<file path="config.mk">
export PLATFORM = sky130hd
export DESIGN_NAME = lsu
export DESIGN_NICKNAME = d
export VERILOG_FILES = /design/src/rtl/lsu.sv
export SDC_FILE = /design/constraint.sdc
export NUM_CORES = 1
export LEC_CHECK = 0
export ABC_AREA = 1
export BUFFER_PORTS_ARGS = -buffer_cell sky130_fd_sc_hd__buf_2
export CORE_MARGIN = 2
export CORE_UTILIZATION = 49
export DETAILED_ROUTE_END_ITERATION = 8
export PLACE_DENSITY = 0.85
export SLEW_MARGIN = 20
export SYNTH_ARGS = -nofsm -noshare
export SYNTH_HDL_FRONTEND = slang
export SYNTH_SLANG_ARGS = --single-unit
</file>
<file path="constraint.sdc">
create_clock -name clk -period 5.7 [get_ports clk]
set_input_delay 0.57 -clock clk [delete_from_list [all_inputs] [get_ports clk]]
set_output_delay 0.57 -clock clk [all_outputs]
set_load 0.1 [all_outputs]
</file>
<file path="src/rtl/lsu.sv">
// Load/store unit: accepts one LOAD/STORE at a time, screens it for faults,
// drives the ram data port and returns a response after the ram's read latency.
module lsu #(
  parameter int ADDR_W = 14
) (
  input  logic              clk,
  input  logic              reset,
  input  logic              req_valid,
  output logic              req_ready,
  input  logic              req_store,
  input  logic [2:0]        req_funct3,
  input  logic [31:0]       req_addr,
  input  logic [31:0]       req_wdata,
  input  logic [4:0]        req_rd,
  output logic              resp_valid,
  input  logic              resp_ready,
  output logic [31:0]       resp_rdata,
  output logic [4:0]        resp_rd,
  output logic              resp_fault,
  output logic [1:0]        resp_cause,
  output logic              mem_w_en,
  output logic              mem_u_en,
  output logic [ADDR_W-1:0] mem_d_addr,
  output logic [31:0]       mem_d_in,
  output logic [1:0]        mem_d_size,
  input  logic [31:0]       mem_d_out
);

  typedef enum logic [1:0] {
    IDLE    = 2'd0,
    ACCESS  = 2'd1,
    CAPTURE = 2'd2,
    RESP    = 2'd3
  } state_t;

  state_t              r_state;
  logic                r_store;
  logic                r_resp_valid;
  logic [31:0]         r_rdata;
  logic [4:0]          r_rd;
  logic                r_fault;
  logic [1:0]          r_cause;
  logic                r_w_en;
  logic                r_u_en;
  logic [ADDR_W-1:0]   r_addr;
  logic [31:0]         r_din;
  logic [1:0]          r_size;

  logic                w_accept;
  logic                w_illegal;
  logic                w_misaligned;
  logic                w_range;
  logic [1:0]          w_cause;

  assign w_accept = req_valid && (r_state == IDLE);

  // Fault screening; cause encodes precedence illegal > misaligned > range.
  always_comb begin
    w_illegal    = 1'b0;
    w_misaligned = 1'b0;
    w_range      = |req_addr[31:ADDR_W];
    w_cause      = 2'b00;
    if (req_store)
      w_illegal = (req_funct3 >= 3'b011);
    else
      w_illegal = (req_funct3 == 3'b011) || (req_funct3[2:1] == 2'b11);
    w_misaligned = ((req_funct3[1:0] == 2'b01) && req_addr[0]) ||
                   ((req_funct3[1:0] == 2'b10) && (req_addr[1:0] != 2'b00));
    if (w_illegal)
      w_cause = 2'b11;
    else if (w_misaligned)
      w_cause = 2'b01;
    else if (w_range)
      w_cause = 2'b10;
  end

  always_ff @(posedge clk or posedge reset) begin
    if (reset) begin
      r_state      <= IDLE;
      r_store      <= 1'b0;
      r_resp_valid <= 1'b0;
      r_rdata      <= '0;
      r_rd         <= '0;
      r_fault      <= 1'b0;
      r_cause      <= '0;
      r_w_en       <= 1'b0;
      r_u_en       <= 1'b0;
      r_addr       <= '0;
      r_din        <= '0;
      r_size       <= '0;
    end else begin
      case (r_state)
        IDLE: begin
          if (w_accept) begin
            r_rd    <= req_rd;
            r_store <= req_store;
            r_rdata <= '0;
            // A faulting request never touches the ram port registers.
            if (w_cause != 2'b00) begin
              r_fault      <= 1'b1;
              r_cause      <= w_cause;
              r_resp_valid <= 1'b1;
              r_state      <= RESP;
            end else begin
              r_fault <= 1'b0;
              r_cause <= 2'b00;
              r_addr  <= req_addr[ADDR_W-1:0];
              r_size  <= req_funct3[1:0];
              r_u_en  <= req_funct3[2];
              r_din   <= req_wdata;
              r_w_en  <= req_store;
              r_state <= ACCESS;
            end
          end
        end
        ACCESS: begin
          r_w_en <= 1'b0;
          if (r_store) begin
            r_resp_valid <= 1'b1;
            r_state      <= RESP;
          end else begin
            r_state <= CAPTURE;
          end
        end
        CAPTURE: begin
          r_rdata      <= mem_d_out;
          r_resp_valid <= 1'b1;
          r_state      <= RESP;
        end
        RESP: begin
          if (resp_ready) begin
            r_resp_valid <= 1'b0;
            r_state      <= IDLE;
          end
        end
        default: r_state <= IDLE;
      endcase
    end
  end

  assign req_ready  = (r_state == IDLE);
  assign resp_valid = r_resp_valid;
  assign resp_rdata = r_rdata;
  assign resp_rd    = r_rd;
  assign resp_fault = r_fault;
  assign resp_cause = r_cause;
  assign mem_w_en   = r_w_en;
  assign mem_u_en   = r_u_en;
  assign mem_d_addr = r_addr;
  assign mem_d_in   = r_din;
  assign mem_d_size = r_size;

endmodule

</file>
# [Yosys cells after proc, flatten, opt, wreduce, memory -nomap -nowiden]
# Cells that the tools add are included.
[totals] regBits=94 output_inout_bits=92
[classes] n_lt_le_gt_ge=1 reduce_logical=17 n_eq_ne=12 mux=21 bitwise_logic=1
[ops] op="$pmux 32 s2" count=1
[ops] op="$mux 32" count=1
[ops] op="$reduce_or 18->1" count=1
[ops] op="$mux 2" count=7
[ops] op="$mux 1" count=9
[ops] op="$eq 2x2->1 const B" count=4
[ops] op="$pmux 2 s4" count=1
[ops] op="$reduce_bool 2->1" count=4
[ops] op="$ne 2x2->1 const B" count=3
[ops] op="$reduce_and 2->1" count=3
[ops] op="$reduce_and 3->1" count=2
[ops] op="$eq 2x1->1 const B" count=2
[ops] op="$ne 2x1->1 const B" count=2
[ops] op="$pmux 1 s4" count=1
[ops] op="$reduce_and 4->1" count=1
[ops] op="$eq 3x2->1 const B" count=1
[ops] op="$ge 3x2->1 const B" count=1
[ops] op="$logic_and 1x1->1" count=3
[ops] op="$logic_not 2->1" count=1
[ops] op="$logic_or 1x1->1" count=2
[ops] op="$pmux 1 s2" count=1
[ops] op="$not 1->1" count=1

# [Depth between registers and ports, before layout]
# Gate-level depths: netlist of run 1.
[depth] ltp_word=9 mapped_depth=10

# [Least setup slack after synthesis of run 1]
# OpenSTA, ideal clock, no wires.
[synth_path] path_type="register to register" startpoint="register r_state[0]" endpoint="register r_state[1]" t_required_ns=5.572 path_stages_with_launch=9 period_less_slack_ns=2.442 setup_time_ns=0.128 arrival_ns=2.315 setup_slack_ns=3.258 cell_sequence="dfrtp_1 -> inv_1 -> ha_1 -> inv_1 -> or2_2 -> o21ai_0 -> inv_1 -> o211ai_1 -> nand2_1"
[synth_via] elab_chain_len=4 elab_cells_between_ends=9 cone_classes="eq/ne: 5; mux: 1; reduce/logical: 3"
[synth_lines] element="start: declaration" line_no="36" rtl="state_t r_state;"
[synth_lines] element="start signal: assignment" line_no="79" rtl="r_state <= IDLE;"
[synth_lines] element="start signal: assignment" line_no="103" rtl="r_state <= RESP;"
[synth_lines] element="start signal: assignment" line_no="112" rtl="r_state <= ACCESS;"
[synth_lines] element="$logic_not 2->1 (*)"
[synth_lines] element="net req_ready" line_no="9" rtl="output logic req_ready,"
[synth_lines] element="$logic_and 1x1->1" line_no="55" rtl="assign w_accept = req_valid && (r_state == IDLE);"
[synth_lines] element="$ne 2x1->1 (no line)"
[synth_lines] element="$reduce_and 2->1 (no line)"
# The timed path passes the listed nets; every way through them passes the cells marked *.
# A chain may end at the register's enable or synchronous reset.

# [Final worst setup path of run 1]
[layout_path] startpoint="register r_state[0]" endpoint="register r_rdata[14] (netlist: resp_rdata[14])"
[layout_via] elab_chain_len=4 elab_cells_between_ends=7 cone_classes="eq/ne: 2; mux: 1; reduce/logical: 4"
[layout_lines] element="$logic_not 2->1" line_no="55, 92"
[layout_lines] element="$logic_and 1x1->1" line_no="55"
[layout_lines] element="$ne 2x1->1 (no line)"
[layout_lines] element="$reduce_and 2->1 (no line)"
[layout_lines] element="end signal: assignment" line_no="126" rtl="r_rdata <= mem_d_out;"
[layout_lines] element="end: declaration" line_no="39" rtl="logic [31:0] r_rdata;"
# Parallel ways exist; a longest one is shown, timed or not.

==> impl_metrics.tcl, run 1 <==
set metrics [dict create \
    clockPowerShare_pct 15.6 \
    cts_setup_buffers 0 \
    io-pin-count 201 \
    vias 3675 \
    maxSlewViolCount 0 \
    cts_buffers 9 \
    io_buffers 200 \
    clock_latency_ps 350 \
    cts-root-buf "clkbuf_8" \
    synth.distinct_cells 25 \
    multiInputGateArea_sq_um 1280 \
    globalplace.congestion 0.859 \
    clock_path_buffers 2 \
    dr.pass1.iters 4 \
    rsz0062_at_grt "no" \
    die_w_um 94.2 \
    core_area_sq_um 7810 \
    max_cap_viol_count 0 \
    switchingPower_uw 1630 \
    clk_pin_slew_worst_paths_ps 100 \
    drc 0 \
    start_util_pct 51.1 \
    worst_setup_path_end_kind "flip-flop" \
    dieArea_sq_um 8870 \
    detail-route-antenna-nets 0 \
    tightest_slew_ps 1030 \
    start_kind "flip-flop" \
    setup_violations 0 \
    ys_seq_area_share_pct 59.0 \
    vias_per_cell 4.89 \
    critPathMaxFanout 33 \
    dp.cells 735 \
    fin_util_pct 66.9 \
    dp_hpwl_mm 7.36 \
    drtIter0Drc 208 \
    min_period_ps 3410 \
    fin_tns_setup_ps 0 \
    synth-seq-cells 94 \
    fill_cells 663 \
    outcome "complete, no violations" \
    syn-instance-count 456 \
    chipHeight_um 94.2 \
    power.density_nw_per_um2 553 \
    drive_above_1_share_pct 35.0 \
    final_common_cell "buf_2" \
    synth_nets 569 \
    fin_cells 751 \
    avgSynthCellArea_sq_um 8.74 \
    final-hold-violation-count 0 \
    h-tree-depth 3 \
    grt_max_degree 100 \
    clock_sinks 94 \
    yosys_warnings 0 \
    grt_usage_pct 22.8 \
    fp-row-count 32 \
    grt-ovfl-total 0 \
    worst-setup-path-type "reg -> reg" \
    antennaDiodeCount 0 \
    final-seq-area_sq_um 2350 \
    cpPeakStageDelay_ps 1050 \
    swShare_pct 56.3 \
    skew_ps 13.7 \
    critPathMostFrequentCell "nand2_1" \
    cts_tree "yes" \
    internal_power_uw 1260 \
    setup_ws_ps 2290 \
    arrival_ps 3680 \
    seq_power_share_pct 30.6 \
    power_frac_comb_pct 53.8 \
    antenna_found_initial 0 \
    required_ps 5970 \
    wl_per_cell_um 13.3 \
    nNetsFinal 757 \
    grt_pass1_wl_mm 16.0 \
    grt_pass1_vias 3635 \
    post-route-period-util_pct 59.8 \
    pre_cts_slack_ps 1890 \
    syn_area_sq_um 3990 \
    p_leak_uw 0.00318 \
    wl_mm 10.0 \
    cts_resized 0 \
    relSlewSlack_pct 31.2 \
    hold_buffers 0 \
    irDropWorstVdd_mv 0.412 \
    area_delta_synth_final_pct 31.0 \
    most-common-layout-cells "buf_2, nand2_1, dfrtp_1" \
    cpMaxStageDelayCell "nand2_1" \
    fmaxAchievable_ghz 0.293 \
    path_cells "inv_1 -> ha_2 -> nand2_1 -> nand2_1 -> nand3_1 -> nand2_1" \
    hp-class "in -> async" \
]
flip-flops by register name, indices dropped and copies added, names as in the netlist:
register	cells
mem_d_in	32
resp_rdata	32
mem_d_addr	14
resp_rd	5
mem_d_size	2
r_state	2
resp_cause	2
mem_u_en	1
mem_w_en	1
r_store	1
resp_fault	1
resp_valid	1
metal layers:
metal,vias to the layer above,part of all wire [%],track usage [%]
met5,-,0,0
met1,1699,38,26.5
met2,140,51,40.2
met3,24,7.5,4.74
met4,0,2.9,11.0
li1,1812,-,-
power by group through the flow:
stage | Clock, uW | Combinational [uW] | Sequential [uW]
6_report | 451 | 1550 | 884
3_5_place_dp | 0 | 1550 | 895
2_1_floorplan | 0 | 387 | 1780
3_3_place_gp | 0 | 1520 | 890
4_1_cts | 456 | 1550 | 882
5_1_grt | 486 | 1640 | 899
final cells by class:
| class | instances | area share [%] |
|---|---|---|
| Sequential cell | 94 | 45.0 |
| Multi-Input combinational cell | 275 | 24.6 |
| Timing Repair Buffer | 202 | 19.5 |
| Inverter | 62 | 4.50 |
| Clock buffer | 10 | 2.64 |
| Tap cell | 102 | 2.44 |
| Clock inverter | 6 | 1.34 |
worst max-delay path, delay by kind of cell, from the launching register on:
family / cells / cell delay (ps)
AND/OR/NAND/NOR: 4 / 2160
adder cells (fa/ha/maj): 1 / 600
flip-flops: 1 / 410
buffers and inverters: 1 / 140
logic make-up (layout without fill, tap and decap cells):
group                      Yosys count  count (layout)  synth area share [%]
buffers and inverters               87             280                  8.85
DFF                                 94              94                  59.0
AOI/OAI and AO/OA                   58              58                  7.50
adders and majority gates            4               4                  1.26
and+or+nand+nor                    213             213                  23.4
per-stage QoR:
step	hold slack (ps)	area (sq um)	power (uW)
after floorplan	463	3990	2170
after global placement	458	5010	2410
after detailed placement	459	5010	2450
after CTS	268	5220	2890
after global routing	307	5220	3020
final	271	5220	2890
Yosys cell counts (all sizes together):
library cell / count / area (sq um)
clkbuf: 14 / 57.6
or2: 2 / 12.5
nand3: 70 / 363
nand4: 2 / 12.5
o21a: 1 / 7.51
a21oi: 2 / 10.0
o211ai: 1 / 7.51
ha: 4 / 50.1
inv: 62 / 233
a31oi: 2 / 12.5
and2: 1 / 6.26
buf: 11 / 62.6
nor2: 18 / 85.1
o21ai: 51 / 255
nand2: 120 / 453
dfrtp: 94 / 2350
o22ai: 1 / 6.26
final timing paths:
| check | from | to | slack, ps | depth (start not counted) |
|---|---|---|---|---|
| min reg2reg | resp_rd[3] | resp_rd[3] | 480 | 2 |
| max | r_state[0] | resp_rdata[14] | 2290 | 6 |
| max reg2reg | r_state[0] | resp_rdata[14] | 2290 | 6 |
| max in group asynchronous | reset | mem_d_addr[4] | 4380 | 3 |
| min | reset | mem_d_in[28] | 270 | 2 |
| min in group clk | req_rd[3] | resp_rd[3] | 430 | 3 |
Note: power is estimated with default switching activity, not from simulation.
==> run 2: changes to the inputs <==
--- a/config.mk
+++ b/config.mk
@@ -5,12 +5,12 @@
 export SDC_FILE = /design/constraint.sdc
 export NUM_CORES = 1
 export LEC_CHECK = 0
-export ABC_AREA = 1
+export ABC_AREA = 0
 export BUFFER_PORTS_ARGS = -buffer_cell sky130_fd_sc_hd__buf_2
 export CORE_MARGIN = 2
-export CORE_UTILIZATION = 49
+export CORE_UTILIZATION = 40
 export DETAILED_ROUTE_END_ITERATION = 8
-export PLACE_DENSITY = 0.85
+export PLACE_DENSITY = 0.76
 export SLEW_MARGIN = 20
 export SYNTH_ARGS = -nofsm -noshare
 export SYNTH_HDL_FRONTEND = slang
==> constraint.sdc (replaced) <==
create_clock -name clk -period 3 [get_ports clk]
set_input_delay 0.3 -clock clk [delete_from_list [all_inputs] [get_ports clk]]
set_output_delay 0.3 -clock clk [all_outputs]
set_load 0.1 [all_outputs]
==> impl_metrics.tcl, run 2 <==
set metrics [dict create \
    io-pin-count 201 \
    start_util_pct 41.6 \
    worst_hold_slack_ps 19.0 \
    maxSlewViolCount 0 \
    die_w_um 99.7 \
    met2_length_mm 4.33 \
    chipHeight_um 99.7 \
    max_cap_viol_count 0 \
    dp.cells 544 \
    nNetsFinal 560 \
    synth_edf_count 0 \
    final_common_cell "buf_2" \
    grt_pass1_wl_mm 13.6 \
    hold_buffers 0 \
    synth.distinct_cells 30 \
    internal_power_uw 2550 \
    p_leak_uw 0.00280 \
    drive_above_1_share_pct 62.4 \
    fin_tns_setup_ps 0 \
    dr.pass1.iters 4 \
    grt_usage_pct 17.4 \
    clockPowerShare_pct 15.1 \
    outcome "complete, no violations" \
    synthTopCellsByCount "dfrtp_1, mux2_2, a22o_1, clkbuf_1, inv_1" \
    antennaDiodeCount 0 \
    hp-class "in -> async" \
    synth.most_common_cell "dfrtp_1" \
    final-hold-violation-count 0 \
    detail-route-antenna-nets 0 \
    setup_violations 0 \
    synth-simple-area-share_pct 3.62 \
    drtIter0Drc 55 \
    synth_top_family_by_area "multiplexers" \
    drc 0 \
    fmaxAchievable_ghz 0.429 \
    io_buffers 200 \
    synth-compound-area-share_pct 10.8 \
    irDropWorstVdd_mv 0.950 \
    power.density_nw_per_um2 1110 \
    syn-instance-count 243 \
    fin_cells 558 \
    worst-setup-path-type "reg -> reg" \
    vias_per_cell 4.97 \
    clock_path_buffers 2 \
    dp_hpwl_mm 6.46 \
    start_kind "flip-flop" \
    required_ps 3240 \
    synth_ff_type "dfrtp_1" \
    fp-row-count 34 \
    cts_tree "yes" \
    critPathMaxFanout 30 \
    power_frac_comb_pct 54.2 \
    ys_seq_area_share_pct 64.3 \
    m1WireLength_mm 3.59 \
    h-tree-depth 3 \
    clock_latency_ps 350 \
    grt-ovfl-total 0 \
    synthAdderAreaFrac_pct 1.37 \
    syn_area_sq_um 3660 \
    vias 2773 \
    relSlewSlack_pct 59.6 \
    synth_top_cells_by_area "dfrtp_1, mux2_2, a22o_1, ha_1, buf_4" \
    antenna_found_initial 0 \
    skew_ps 3.88 \
    clk_pin_slew_worst_paths_ps 90 \
    route.met3.wl_um 518 \
    clock_sinks 94 \
    dieArea_sq_um 9930 \
    grt_max_degree 51 \
    avgSynthCellArea_sq_um 15.1 \
    seq_power_share_pct 30.6 \
    post-route-period-util_pct 77.6 \
    core_area_sq_um 8810 \
    grt_pass1_vias 2910 \
    area_delta_synth_final_pct 36.0 \
    synth.top_cell.area_share_pct 64.3 \
    most-common-layout-cells "buf_2, dfrtp_1, mux2_2" \
    arrival_ps 2570 \
    wl_per_cell_um 15.3 \
    switchingPower_uw 2980 \
    globalplace.congestion 0.706 \
    synthMuxAreaShare_pct 17.5 \
    synth_xor_area_share_pct 0 \
    wl_mm 8.54 \
    cts_resized 0 \
    yosysTopAreaCell "dfrtp_1" \
    worst_setup_path_end_kind "flip-flop" \
    cts-root-buf "clkbuf_8" \
    top_layer_used "met4" \
    min_period_ps 2330 \
    synth-seq-cells 94 \
    swShare_pct 53.8 \
    cts_buffers 9 \
    synthArstFlopShare_pct 100 \
    tightest_slew_ps 606 \
    yosys_warnings 0 \
    rsz0062_at_grt "no" \
    synth_nets 356 \
    cts_setup_buffers 0 \
]
-- run 2: cell types whose count changed after synthesis, sizes merged, moves of 13 or more --
cell	previous run	this run
nand3	70	0
o21ai	51	3
inv	62	6
nand2	120	4
nor2	18	5
a22o	0	33
mux2	0	56
-- run 2: worst max-delay path, cell delays in order, from the launching register on --
cell and delay, ps:
dfrtp_1 410, inv_1 130, ha_1 310, and2_1 190, nand4b_1 180, nor4_4 210
buf_4 390, mux2_2 380
-- run 2: per-layer routing --
layer / vias to the layer above / GRT usage [%]
met1: 1355 / 20.8
met3: 9 / 5.13
met2: 113 / 30.0
met5: - / 0
met4: 0 / 6.32
li1: 1296 / -
-- run 2: power by group through the flow --
stage | Combinational, uW | Sequential, uW | Clock, uW
final | 3000 | 1690 | 837
after global routing | 3120 | 1730 | 923
after CTS | 3020 | 1700 | 863
after detailed placement | 3030 | 1710 | 0
after global placement | 2980 | 1710 | 0
after floorplan | 680 | 3520 | 0
-- run 2: metrics by stage --
stage	power (uW)	instance area (sq um)	util [%]	setup slack [ps]
final	5530	4980	56.5	671
after global routing	5770	4980	56.5	469
after CTS	5580	4980	56.5	654
after detailed placement	4740	4780	54.3	666
after global placement	4690	4780	54.3	780
after floorplan	4200	3660	-	172
-- run 2: kinds of logic after synthesis --
family | Yosys count
buf+inv | 19
fa+ha+maj | 4
mux | 57
simple gates | 21
compound gates | 48
flops | 94
-- run 2: final cells by class --
| class | instances | area, sq um |
|---|---|---|
| fill | 736 | 3830 |
| tap | 108 | 135 |
| clock buffer | 11 | 151 |
| inverter | 6 | 25.0 |
| clock inverter | 3 | 45.0 |
| timing repair buffer | 206 | 1050 |
| multi-input combinational | 130 | 1220 |
| sequential | 94 | 2350 |
-- run 2: worst paths after layout --
| path | start | endpoint | slack [ps] | cells past startpoint |
|---|---|---|---|---|
| max in group asynchronous | reset | resp_rdata[26] | 2190 | 3 |
| setup / recovery | r_state[0] | mem_d_in[7] | 670 | 7 |
| hold / removal | reset | mem_d_in[10] | 20 | 2 |
| setup reg to reg | r_state[0] | mem_d_in[7] | 670 | 7 |
| hold reg to reg | mem_d_in[10] | mem_d_in[10] | 510 | 1 |
| min in group clk | mem_d_out[5] | resp_rdata[5] | 160 | 2 |
